File: config.mk
export PLATFORM = sky130hd
export DESIGN_NAME = alu32_cmp_flags
export DESIGN_NICKNAME = d
export VERILOG_FILES = /design/src/rtl/alu32_cmp_flags.sv
export SDC_FILE = /design/constraint.sdc
export NUM_CORES = 1
export LEC_CHECK = 0
export BUFFER_PORTS_ARGS = -buffer_cell sky130_fd_sc_hd__buf_2
export CAP_MARGIN = 10
export CORE_ASPECT_RATIO = 1.25
export CORE_MARGIN = 8
export CORE_UTILIZATION = 45
export DETAILED_ROUTE_END_ITERATION = 7
export GPL_ROUTABILITY_DRIVEN = 0
export PLACE_DENSITY_LB_ADDON = 0.25
export SETUP_SLACK_MARGIN = 0.5
export SKIP_LAST_GASP = 1
export SLEW_MARGIN = 20
export SYNTH_ARGS = -nofsm -noshare
export SYNTH_HDL_FRONTEND = slang
export SYNTH_SLANG_ARGS = --single-unit
File: constraint.sdc
create_clock -name clk -period 4.7 [get_ports clk]
set_input_delay 0 -clock clk [delete_from_list [all_inputs] [get_ports clk]]
set_output_delay 0 -clock clk [all_outputs]
set_load 0.005 [all_outputs]
File: src/rtl/alu32_cmp_flags.sv
// rtl/alu32_cmp_flags.sv - two-stage EQ/NE/LTU/LT condition pipeline with equal-bit cross-check
module alu32_cmp_flags #(
    parameter int CNT_W = 16
) (
    input  logic             clk,
    input  logic             n_rst,
    input  logic             in_valid,
    output logic             in_ready,
    input  logic [31:0]      x,
    input  logic [31:0]      y,
    input  logic             eq_in,
    input  logic [1:0]       op,
    output logic             out_valid,
    input  logic             out_ready,
    output logic             cond,
    output logic [3:0]       flags,
    output logic             eq_err,
    output logic [CNT_W-1:0] eq_cnt
);

    // Stage 1 holds the split 16/16 unsigned compare so stage 2 only needs a few gates.
    logic       s1_valid;
    logic [1:0] s1_op;
    logic       s1_eq;
    logic       s1_sx;
    logic       s1_sy;
    logic       s1_hi_eq;
    logic       s1_hi_lt;
    logic       s1_lo_lt;

    logic       s2_valid;
    logic       advance;
    logic       accept;

    logic       c_eq;
    logic       c_ne;
    logic       c_ltu;
    logic       c_lt;
    logic       c_cond;

    // s2 can take a new beat when empty or draining; s1 frees up on the same condition.
    assign advance   = ~s2_valid | out_ready;
    assign in_ready  = ~s1_valid | advance;
    assign accept    = in_valid & in_ready;
    assign out_valid = s2_valid;

    // Stage 1: capture operands' partial compares on every accept.
    always_ff @(posedge clk) begin
        if (!n_rst) begin
            s1_valid <= 1'b0;
            s1_op    <= 2'b00;
            s1_eq    <= 1'b0;
            s1_sx    <= 1'b0;
            s1_sy    <= 1'b0;
            s1_hi_eq <= 1'b0;
            s1_hi_lt <= 1'b0;
            s1_lo_lt <= 1'b0;
        end else if (in_ready) begin
            s1_valid <= in_valid;
            if (in_valid) begin
                s1_op    <= op;
                s1_eq    <= eq_in;
                s1_sx    <= x[31];
                s1_sy    <= y[31];
                s1_hi_eq <= (x[31:16] == y[31:16]);
                s1_hi_lt <= (x[31:16] <  y[31:16]);
                s1_lo_lt <= (x[15:0]  <  y[15:0]);
            end
        end
    end

    // Combine the half-word compares; signed LT differs from LTU only when the signs differ.
    always_comb begin
        c_eq  = s1_eq;
        c_ne  = ~s1_eq;
        c_ltu = s1_hi_lt | (s1_hi_eq & s1_lo_lt);
        c_lt  = (s1_sx != s1_sy) ? s1_sx : c_ltu;
        case (s1_op)
            2'b00:   c_cond = c_eq;
            2'b01:   c_cond = c_ne;
            2'b10:   c_cond = c_ltu;
            default: c_cond = c_lt;
        endcase
    end

    // Stage 2: output register, held while the consumer stalls.
    always_ff @(posedge clk) begin
        if (!n_rst) begin
            s2_valid <= 1'b0;
            flags    <= 4'b0000;
            cond     <= 1'b0;
        end else if (advance) begin
            s2_valid <= s1_valid;
            if (s1_valid) begin
                flags <= {c_lt, c_ltu, c_ne, c_eq};
                cond  <= c_cond;
            end
        end
    end

    // Sticky disagreement flag and saturating equal-beat counter, both updated at accept.
    always_ff @(posedge clk) begin
        if (!n_rst) begin
            eq_err <= 1'b0;
            eq_cnt <= '0;
        end else if (accept) begin
            if (eq_in != (x == y)) begin
                eq_err <= 1'b1;
            end
            if (eq_in && (eq_cnt != {CNT_W{1'b1}})) begin
                eq_cnt <= eq_cnt + CNT_W'(1);
            end
        end
    end

endmodule

* Yosys cells after proc, flatten, opt, wreduce, memory -nomap -nowiden
Cells that the tools add are included.
** Word-level totals
- Flip-flop bits (word level) :: 32
- Input port bits :: 71
- Output and inout bits :: 24
- Logic and storage cells :: 39
** Operators by class
- Add/subtract/negate cells :: 1
- $lt $le $gt $ge :: 2
- Eq/ne operators :: 7
- Muxes and demuxes :: 2
- Bitwise gates (word level) :: 8
- Reductions and logical operators :: 6
** Operators with widths (number)
- $eq A32 B32 Y1 :: 1
- $lt A16 B16 Y1 :: 2
- $add A16 B1 Y16 const B :: 1
- $eq A16 B16 Y1 :: 1
- $ne A16 B16 Y1 const B :: 1
- $reduce_and A2 Y1 :: 4
- $not A1 Y1 :: 3
- $or A1 B1 Y1 :: 3
- $pmux W1 S3 :: 1
- $and A1 B1 Y1 :: 2
- $eq A2 B1 Y1 const B :: 1
- $eq A2 B2 Y1 const B :: 1
- $logic_not A2 Y1 :: 1
- $ne A1 B1 Y1 :: 2
- $logic_and A1 B1 Y1 :: 1
- $mux W1 :: 1

* Logic depth before layout (Yosys ltp)
- Depth in word-level cells :: 5
- Depth in mapped cells :: 6
- Mapped depth without buffers :: 6

* Worst setup path before layout
OpenSTA, ideal clock, no wires.
- Path type :: register to register
- From :: reg eq_cnt[0]
- To :: reg eq_cnt[4]
- Library setup time :: 0.070 ns
- Arrival time :: 1.613 ns
- Data required time :: 4.630 ns
- Setup slack :: 3.017 ns
- Cell stages (with the launch flop) :: 6
- Path buffers :: 1
- Period minus slack after synthesis :: 1.683 ns
- Cells stage by stage :: dfxtp_1 > ha_1 > nand3_1 > buf_2 > or4_2 > a21oi_1
** On the way
- Longest elaborated chain between the ends :: 3
- Elaborated cells on any way between the ends :: 4
- Those cells by class :: 1 x add/sub; 1 x eq/ne; 2 x reduce/logical
** RTL lines
- start, declared :: RTL line 18 : output logic [CNT_W-1:0] eq_cnt
- start signal, assigned :: RTL line 111 : eq_cnt <= eq_cnt + CNT_W'(1);
- branches (longest 3 deep; another with $add A16 B1 Y16)
Several ways; the timed one is not identified.
A chain may end at the register's enable or synchronous reset.

* Worst setup path after layout
- From :: reg eq_cnt[0]
- To :: reg eq_cnt[1]
The elaborated chain is that of the path after synthesis.

==> run_results.csv <==
group,metric,value,unit
clock_network,postCtsHoldBufs,4,
timing,min_period,2270,ps
synthesis,synth.largest_area_cell,"dfxtp_1",
critical_path,crit_chain,"ha_1, nand3_1, nor4_2, or3b_2, a21oi_1",
synthesis,synth.top_cell.area_share,0.274,
clock_network,clk_latency,280,ps
critical_path,end_kind,"flop",
floorplanning,core_area,0.00504,mm2
detailed_routing,drt-pass1-iter-count,4,
critical_path,worstPathRequired,4840,ps
floorplanning,die_h,96.6,um
synthesis,synthFlopType,"dfxtp_1",
critical_path,start_kind,"flop",
place,hpwl,4880,um
synthesis,syn-num-nets,392,
clock_network,cts_sinks,32,
finish,syn_to_final_growth,27.3,%
grt,gr-total-overflow,0,
critical_path,worst-setup-path-type,"reg2reg",
synthesis,ys_seq_area_frac,0.274,
finish,nets,489,
place,io_buffer_count,94,
synthesis,synthTopCellsByArea,"dfxtp_1 27%, ha_1 18%, a21oi_1 8.1%",
clock_network,cts.path.max_buffers,2,
detailed_routing,vias,2414,
timing,fin_tns_setup,0,ps
timing,worst-slew-pin-transition,961,ps
floorplanning,die-area,0.00778,mm2
detailed_routing,viasPerCell,5.39,
timing,max_freq,440,MHz
hold_path,hold_class,"in2reg",
floorplanning,num_io_pins,95,
synthesis,async_flop_share,0,
finish,final_cell_mix,"94 x buf_2, 40 x inv_1, 38 x a21oi_1",
detailed_routing,drt-initial-drc-count,143,
timing,skew,3.62,ps
finish,final_common_cell,"buf_2",
synthesis,yosys_register_bits,32,
finish,stdcell_count,448,
job,maxCapViolations,0,
synthesis,synth.cell_area,0.00234,mm2
floorplanning,die_w,80.5,um
critical_path,cp_slowest_stage_delay,930,ps
clock_network,ctsResizeCount,0,
finish,drive_above_1_share,0.290,
grt,grtUsageTotal,0.154,
clock_network,numCtsBuffers,5,
timing,rsz0062_at_grt,"no",
floorplanning,std_cell_rows,29,
clock_network,root_buffer,"clkbuf_8",
synthesis,synth_edf_count,0,
floorplanning,initial_core_util,0.464,
timing,slew_headroom,0.354,
timing,hold_viol_final,0,
grt,grt_max_degree,22,
grt,antenna_found_initial,0,
synthesis,synth_area_per_cell,8.13,um2
grt,grt_pass1_wl,10200,um
power,vdd_drop_max,0.135,mV
timing,setup_viol,0,
clock_network,cts_setup_buffers,0,
clock_network,cts_max_level,2,
detailed_routing,ant_nets,0,
clock_network,clk_pin_slew_worst_paths,70,ps
synthesis,ys_types,45,
detailed_routing,wl_per_cell,13.5,um
grt,grt_pass1_vias,2450,
finish,antennaDiodeCount,0,
critical_path,worstPathArrival,2410,ps
timing,maxSlewViolCount,0,
power,leakage,1.45,nW
detailed_routing,wirelength,6050,um
timing,fin_crit_sh,0.483,
synthesis,syn_inst,288,
critical_path,cp_max_fo,13,
clock_network,cts_tree,"built",
detailed_routing,drc,0,
outcome,outcome,"finished clean",
critical_path,cp_slowest_cell,"nor4_2",
finish,nFillCells,473,
place,place_inst,436,
synthesis,ys.warnings.count,0,
power,power.density,211,mW/mm2
[registers in the layout, indices dropped and copies added (netlist names)]
signal and flops:
eq_cnt 16, s1_sx 1, cond 1, eq_err 1
s1_sy 1, s1_hi_eq 1, s1_lo_lt 1, out_valid 1
s1_op 2, s1_valid 1, s1_hi_lt 1, flags 4
c_eq 1
[kinds of logic after synthesis]
family	count (synthesis)	share of synthesized area
AOI/OAI and AO/OA	72	0.187
adders and majority gates	33	0.176
buffers and inverters	48	0.0818
DFF	32	0.274
muxes	5	0.0214
and+or+nand+nor	98	0.260
[cell type report]
cell class,count,area [um2],share of cell area
Tap cell,62,77.6,0.0260
Inverter,40,150,0.0504
Clock inverter,2,10.0,0.00336
Clock buffer,6,82.6,0.0277
Multi-Input combinational cell,208,1510,0.506
Sequential cell,32,641,0.215
Timing Repair Buffer,98,510,0.171
[critical path: cells and delay by family, from the launching register on]
kind / cells / cell delay, ps
AND/OR/NAND/NOR: 3 / 1500
adder cells (fa/ha/maj): 1 / 190
AO/OA/AOI/OAI: 1 / 50
flip-flops: 1 / 390
[Yosys cell counts, types with 2 or more instances]
cell type  number
inv_1          40
a21oi_1        38
ha_1           33
dfxtp_1        32
nand2_1        22
nand3_1        13
nand4_1        10
nor2_1          9
o31ai_1         9
o21ai_0         8
or4_1           7
mux2i_1         5
nand2b_1        5
nor4_1          5
a211oi_1        4
and4_1          4
clkbuf_1        4
buf_2           3
nor2b_1         3
o41ai_1         3
a21o_1          2
and2_1          2
o211ai_1        2
or3_1           2
or3b_2          2
or4b_1          2
[routing by layer]
metal,global-route usage,part of all wire,vias to the layer above
met2,0.259,0.47,86
met3,0.0472,0.077,6
met1,0.176,0.43,1067
met5,0,0,-
li1,-,-,1255
met4,0.0548,0.015,0
[worst paths after layout]
path | startpoint | end | slack (ps) | depth (start not counted)
min reg2reg | s1_hi_eq | s1_hi_eq | 460 | 2
min | out_ready | out_valid | 50 | 4
max | eq_cnt[0] | eq_cnt[1] | 2430 | 5
max reg2reg | eq_cnt[0] | eq_cnt[1] | 2430 | 5
[stage by stage]
step           total power, mW  utilization  cell area [um2]  hold slack, ps  setup slack (ps)
6_report                 0.629        0.591             2980            51.1              2430
5_1_grt                  0.671        0.591             2980            83.6              2220
4_1_cts                  0.636        0.591             2980            46.7              2440
3_5_place_dp             0.416        0.565             2850             265              2440
3_3_place_gp             0.413        0.565             2850             258              2500
2_1_floorplan            0.364            -             2340             147              3020
[power by group]
part	switching (mW)	internal, mW
logic	0.0629	0.0631
clock network	0.0996	0.117
registers	0.00622	0.280
total	0.169	0.460
(Power assumes the default switching activity.)
